===== src/rtl/divider_pkg.sv =====
// Shared types and magnitude helpers for the sequential signed divider.
// Helpers work at MAX_W bits; callers truncate to their operand width.
package divider_pkg;

  localparam int DEFAULT_WIDTH = 8;
  localparam int MAX_W         = 32;

  typedef enum logic [1:0] {
    IDLE   = 2'b00,
    DIVIDE = 2'b01,
    FIXUP  = 2'b10,
    DONE   = 2'b11
  } state_e;

  // Two's-complement negation; low bits are correct for any narrower width.
  function automatic logic [MAX_W-1:0] negate_f(input logic [MAX_W-1:0] x);
    return ~x + MAX_W'(1);
  endfunction

  function automatic logic [MAX_W-1:0] abs_f(input logic [MAX_W-1:0] x, input logic neg);
    return neg ? negate_f(x) : x;
  endfunction

endpackage


===== src/rtl/div_step.sv =====
// One restoring-division iteration: shift {R,Q} left, trial-subtract D, keep or restore.
// Purely combinational.
module div_step #(
  parameter int WIDTH = 8
) (
  input  logic [WIDTH:0]   r_i,
  input  logic [WIDTH-1:0] q_i,
  input  logic [WIDTH-1:0] d_i,
  output logic [WIDTH:0]   r_o,
  output logic [WIDTH-1:0] q_o
);

  logic [2*WIDTH:0] rq_sh;
  logic [WIDTH:0]   r_sh;
  logic [WIDTH-1:0] q_sh;
  logic [WIDTH:0]   trial;

  assign rq_sh = {r_i, q_i} << 1;
  assign r_sh  = rq_sh[2*WIDTH:WIDTH];
  assign q_sh  = rq_sh[WIDTH-1:0];
  assign trial = r_sh - {1'b0, d_i};

  // A clear trial MSB means D fit into the partial remainder.
  assign r_o = trial[WIDTH] ? r_sh : trial;
  assign q_o = q_sh | {{(WIDTH-1){1'b0}}, ~trial[WIDTH]};

endmodule


===== src/rtl/seq_signed_divider.sv =====
// Sequential signed divider: restoring division on magnitudes, one quotient bit per clock,
// sign fix-up afterwards; results held from done until the next accepted start completes.
module seq_signed_divider
  import divider_pkg::*;
#(
  parameter int WIDTH  = DEFAULT_WIDTH,
  parameter int CNTR_W = $clog2(WIDTH) + 1
) (
  input  logic             clock,
  input  logic             _reset,
  input  logic             start,
  input  logic [WIDTH-1:0] dividend,
  input  logic [WIDTH-1:0] divisor,
  output logic [WIDTH-1:0] quotient,
  output logic [WIDTH-1:0] remainder,
  output logic             busy,
  output logic             done,
  output logic             div_by_zero,
  output logic             overflow
);

  localparam logic [WIDTH-1:0] MOST_NEG = {1'b1, {(WIDTH-1){1'b0}}};

  state_e            state_q;
  logic [WIDTH:0]    r_q;
  logic [WIDTH-1:0]  q_q;
  logic [WIDTH-1:0]  d_q;
  logic [CNTR_W-1:0] cnt_q;
  logic              qneg_q;
  logic              rneg_q;
  logic              ovf_pend_q;
  logic [WIDTH-1:0]  quotient_q;
  logic [WIDTH-1:0]  remainder_q;
  logic              busy_q;
  logic              done_q;
  logic              dbz_q;
  logic              ovf_q;

  logic [WIDTH:0]    r_d;
  logic [WIDTH-1:0]  q_d;

  div_step #(.WIDTH(WIDTH)) u_step (
    .r_i (r_q),
    .q_i (q_q),
    .d_i (d_q),
    .r_o (r_d),
    .q_o (q_d)
  );

  always_ff @(posedge clock or negedge _reset) begin
    if (!_reset) begin
      state_q     <= IDLE;
      r_q         <= '0;
      q_q         <= '0;
      d_q         <= '0;
      cnt_q       <= '0;
      qneg_q      <= 1'b0;
      rneg_q      <= 1'b0;
      ovf_pend_q  <= 1'b0;
      quotient_q  <= '0;
      remainder_q <= '0;
      busy_q      <= 1'b0;
      done_q      <= 1'b0;
      dbz_q       <= 1'b0;
      ovf_q       <= 1'b0;
    end else begin
      case (state_q)
        IDLE: begin
          if (start) begin
            busy_q <= 1'b1;
            if (divisor == '0) begin
              quotient_q  <= '1;
              remainder_q <= dividend;
              dbz_q       <= 1'b1;
              ovf_q       <= 1'b0;
              state_q     <= DONE;
            end else begin
              q_q        <= WIDTH'(abs_f(MAX_W'(dividend), dividend[WIDTH-1]));
              d_q        <= WIDTH'(abs_f(MAX_W'(divisor), divisor[WIDTH-1]));
              qneg_q     <= dividend[WIDTH-1] ^ divisor[WIDTH-1];
              rneg_q     <= dividend[WIDTH-1];
              ovf_pend_q <= (dividend == MOST_NEG) && (divisor == '1);
              r_q        <= '0;
              cnt_q      <= '0;
              dbz_q      <= 1'b0;
              ovf_q      <= 1'b0;
              state_q    <= DIVIDE;
            end
          end
        end
        DIVIDE: begin
          r_q   <= r_d;
          q_q   <= q_d;
          cnt_q <= cnt_q + CNTR_W'(1);
          if (cnt_q == CNTR_W'(WIDTH - 1)) state_q <= FIXUP;
        end
        FIXUP: begin
          // MOST_NEG / -1 needs no special path: magnitude 2^(WIDTH-1) wraps to MOST_NEG.
          quotient_q  <= qneg_q ? WIDTH'(negate_f(MAX_W'(q_q))) : q_q;
          remainder_q <= rneg_q ? WIDTH'(negate_f(MAX_W'(r_q[WIDTH-1:0]))) : r_q[WIDTH-1:0];
          ovf_q       <= ovf_pend_q;
          done_q      <= 1'b1;
          state_q     <= DONE;
        end
        DONE: begin
          // Divide-by-zero arrives here with done still low and spends one extra cycle.
          if (done_q) begin
            done_q  <= 1'b0;
            busy_q  <= 1'b0;
            state_q <= IDLE;
          end else begin
            done_q <= 1'b1;
          end
        end
        default: state_q <= IDLE;
      endcase
    end
  end

  assign quotient    = quotient_q;
  assign remainder   = remainder_q;
  assign busy        = busy_q;
  assign done        = done_q;
  assign div_by_zero = dbz_q;
  assign overflow    = ovf_q;

endmodule

===== config.mk =====
export PLATFORM = sky130hd
export DESIGN_NAME = seq_signed_divider
export DESIGN_NICKNAME = d
export VERILOG_FILES = /design/src/rtl/divider_pkg.sv /design/src/rtl/div_step.sv /design/src/rtl/seq_signed_divider.sv
export SDC_FILE = /design/constraint.sdc
export NUM_CORES = 1
export LEC_CHECK = 0
export CORE_UTILIZATION = 51
export DETAILED_ROUTE_END_ITERATION = 8
export GPL_ROUTABILITY_DRIVEN = 1
export GPL_TIMING_DRIVEN = 1
export PLACE_DENSITY = 0.76
export SLEW_MARGIN = 20
export SYNTH_ARGS = -nofsm -noshare
export SYNTH_HDL_FRONTEND = slang
export SYNTH_SLANG_ARGS = --single-unit

===== constraint.sdc =====
create_clock -name clock -period 2.4 [get_ports clock]
set_clock_uncertainty 0.2 [all_clocks]
set_input_delay 0.48 -clock clock [delete_from_list [all_inputs] [get_ports clock]]
set_output_delay 0.48 -clock clock [all_outputs]
set_load 0.01 [all_outputs]

==> results.md, run 1 <==
- Worst-margin pin slew: 0.493 ns
- Post-DP Area: around 0.0043 sq mm
- Final instance area: around 0.0044 sq mm
- Max-Cap Viols: 0
- Syn_area_per_cell: a little under 9 sq um
- Ys flop type: dfrtp_1
- Failing checks: DRC
- Seq/Total Area, Yosys: about two fifths
- All-Layer GR Usage: between 20% and 30%
- Layout cell share with drive strength beyond 1: 17.2%
- Clock Latency Late Sink: 0.32 ns
- Startpoint Class: register
- Hold Path Class: reg -> reg
- Leakage power: 1.90 nW
- Max Clk Rate: 0.417 GHz
- Layout Nets: 503
- Clock-pin slew on the worst setup and hold paths: 0.10 ns
- Worst Path Max Fanout: 8
- CP endpoint kind: register
- Clock sink count: 53
- CTS Buffer Depth: 2
- Die W: roughly 84 um
- Total gr overflow: 0
- Worst slack at placement: -0.277 ns
- Die area: 0.00710 sq mm
- Worst slew margin: between 60% and 70%
- Starting Density: a little over half
- Via count: 3152
- Initial antenna violation count: 0
- Area Overhead vs Synth: 28.5%
- CORE AREA: about 0.0064 sq mm
- Wire length per cell: 15.6 um
- Count leader, synth: nand2_1
- Largest net degree at the start of global routing: 54
- Setup total negative slack: 0 ns
- Pre-antenna DRT Iters: 6
- Worst setup path class: reg -> reg
- Number of flops mapped to enable cells by yosys: 0
- Fin util: roughly 69%
- Global-route wire length before repair: 14500 um
- Synthesized Nets: 425
- Fraction of registers with async set/reset: 100%
- Post-DRT Antenna Nets: 0
- Gp weighted congestion: 0.886
- Clock tree from TritonCTS: yes
- RSZ-0062 raised after global routing: true
- Outcome: finished, violations left
- # IOs: 39
- Ant. Diodes: 0
- Grt peak-use layer: met2
- Final period utilization: 99.9%
- Mapped Area: 0.00345 sq mm
- Pwr per Cell Area: 1390 mW/mm^2
- Post-synth top area cell: dfrtp_1
- Share of the synthesized area in the top cell type: 38.4%
- Total CTS buffers: 5
- Crit path arrival time: 2.43 ns
- Worst Setup Slack, final: 0.00173 ns
- Largest cells by area after synthesis: dfrtp_1 (38%), ha_1 (6.5%), nand2_1 (6.0%)
- Req. time, crit path: 2.43 ns
- Count of input and output buffers: 38
- Finish-stage setup viols: 0
- Top cells by count, synth: nand2_1 (55), dfrtp_1 (53), o21ai_0 (39), inv_1 (24)
- Via/cell ratio: 5.80
- Worst vdd ir: 641 uV
- Global-route met1 utilization: 34.7%
- GR Util met3: 3.93%
- Yosys warning count: 0
- Drt total wl: 8460 um
- HPWL Detailed: 6510 um
- M2 GR Usage: 42.3%
- Crit path time final: 2.40 ns
- Post-Syn Instances: 387
- Htree depth: 2
- Die height: ~84 um
- DRC: 12
- Total chip power: 6.17 mW
- CTS root buffer: clkbuf_8
- Hold Vio Cnt, Final: 0
- Row cnt: 29
- Initial DRC Count: 269
- Flops & latches, synth: 53
- Library cells used by synthesis: 59
- Slew Viols, Final: 0
- Vias in the first global route: between 3000 and 4000
[final timing paths]
| path | cells past startpoint | endpoint | slack (ns) | from |
|---|---|---|---|---|
| worst min register to register | 2 | remainder[4] | 0.29 | remainder[4] |
| min in group asynchronous | 3 | remainder[4] | 0.47 | _reset |
| worst max register to register | 8 | r_q[7] | 0.002 | d_q[0] |
| worst max-delay path | 8 | r_q[7] | 0.002 | d_q[0] |
| worst min-delay path | 2 | remainder[4] | 0.29 | remainder[4] |
| max in group asynchronous | 3 | q_q[7] | 1.27 | _reset |
[layout make-up]
class | count | area, sq um
multi-input cells | 296 | 2070
fillers | 498 | 1990
flip-flops and latches | 53 | 1330
repair buffers | 84 | 752
well taps | 77 | 96.3
inverters | 25 | 93.8
clock buffers | 5 | 68.8
clock inverters | 3 | 25.0
[cell families after synthesis]
logic type | Yosys count | share of synthesized area (%)
AOI/OAI and AO/OA | 110 | 21.5
xor gates and xnor gates | 24 | 6.09
adders and majority gates | 19 | 7.11
buffers and inverters | 38 | 4.28
DFF | 53 | 38.4
muxes | 13 | 3.81
and+or+nand+nor | 130 | 18.8
[cell usage in the layout, fill, tap and decap left out, types with 2 or more instances in the layout]
master            n
a21o_1            2
a21oi_1          17
a31oi_1           8
a32o_1            3
and2_1            2
buf_12            2
buf_4            42
clkbuf_8          5
clkdlybuf4s50_1  37
dfrtp_1          53
ha_1             15
ha_4              2
inv_1            23
mux2i_1          12
nand2_1          55
nand2b_1         11
nand3_1           5
nand3b_1          2
nand4_1           6
nor2_1           16
nor2_4            2
nor2b_1           5
nor3_1            7
nor4_1            3
o2111ai_1         2
o211ai_1          3
o21ai_0          38
o22a_1            4
o22ai_1           6
o31ai_1           6
o41ai_1           2
or3_1             4
xnor2_1          17
xor2_1            7
[report_power, final]
part,internal (mW),switching [mW]
Clock,0.211,0.324
Combinational,1.93,2.12
Sequential,1.26,0.330
[routing by layer]
metal / part of all wire, % / routed length, um / vias up
met3: 4.5 / 382 / 14
met5: 0 / 0 / -
met1: 46 / 3880 / 1498
met4: 1.9 / 161 / 0
li1: - / - / 1543
met2: 48 / 4030 / 97
[sequential cells by signal, summed over array words and instances (netlist names)]
name,count
cnt_q,4
remainder,8
div_by_zero,1
d_q,8
busy,1
q_q,8
quotient,8
done,1
state_q,2
rneg_q,1
overflow,1
ovf_pend_q,1
r_q,8
qneg_q,1
[stage by stage]
step	hold WS [ns]	instances
floorplan	-0.0156	387
global placement	0.259	532
detailed placement	0.268	532
CTS	0.291	542
global route	0.320	543
finish	0.290	543
[worst max-delay path, cell delays in order (launching register included)]
cell and delay [ns]:
dfrtp_1 0.43, ha_4 0.18, fa_2 0.35, nand2b_4 0.16, a211oi_4 0.23, buf_6 0.17, o22ai_4 0.11, o2111a_1 0.29
o31ai_1 0.20
[repair_timing]
action,4_1_cts,5_1_grt
setup endpoints to repair,5,18
hold buffers,1,0
resized for setup,2,10
pin swaps,3,2
buffers inserted,1,1
endpoints found under the hold margin,53,0
Note: power is estimated with default switching activity, not from simulation.
==> run 2, diff against run 1 <==
CAP_MARGIN = 20   (was default)
==> results of run 2 <==
Same layout as run 1: the final DEF is identical, and so are final timing and power.
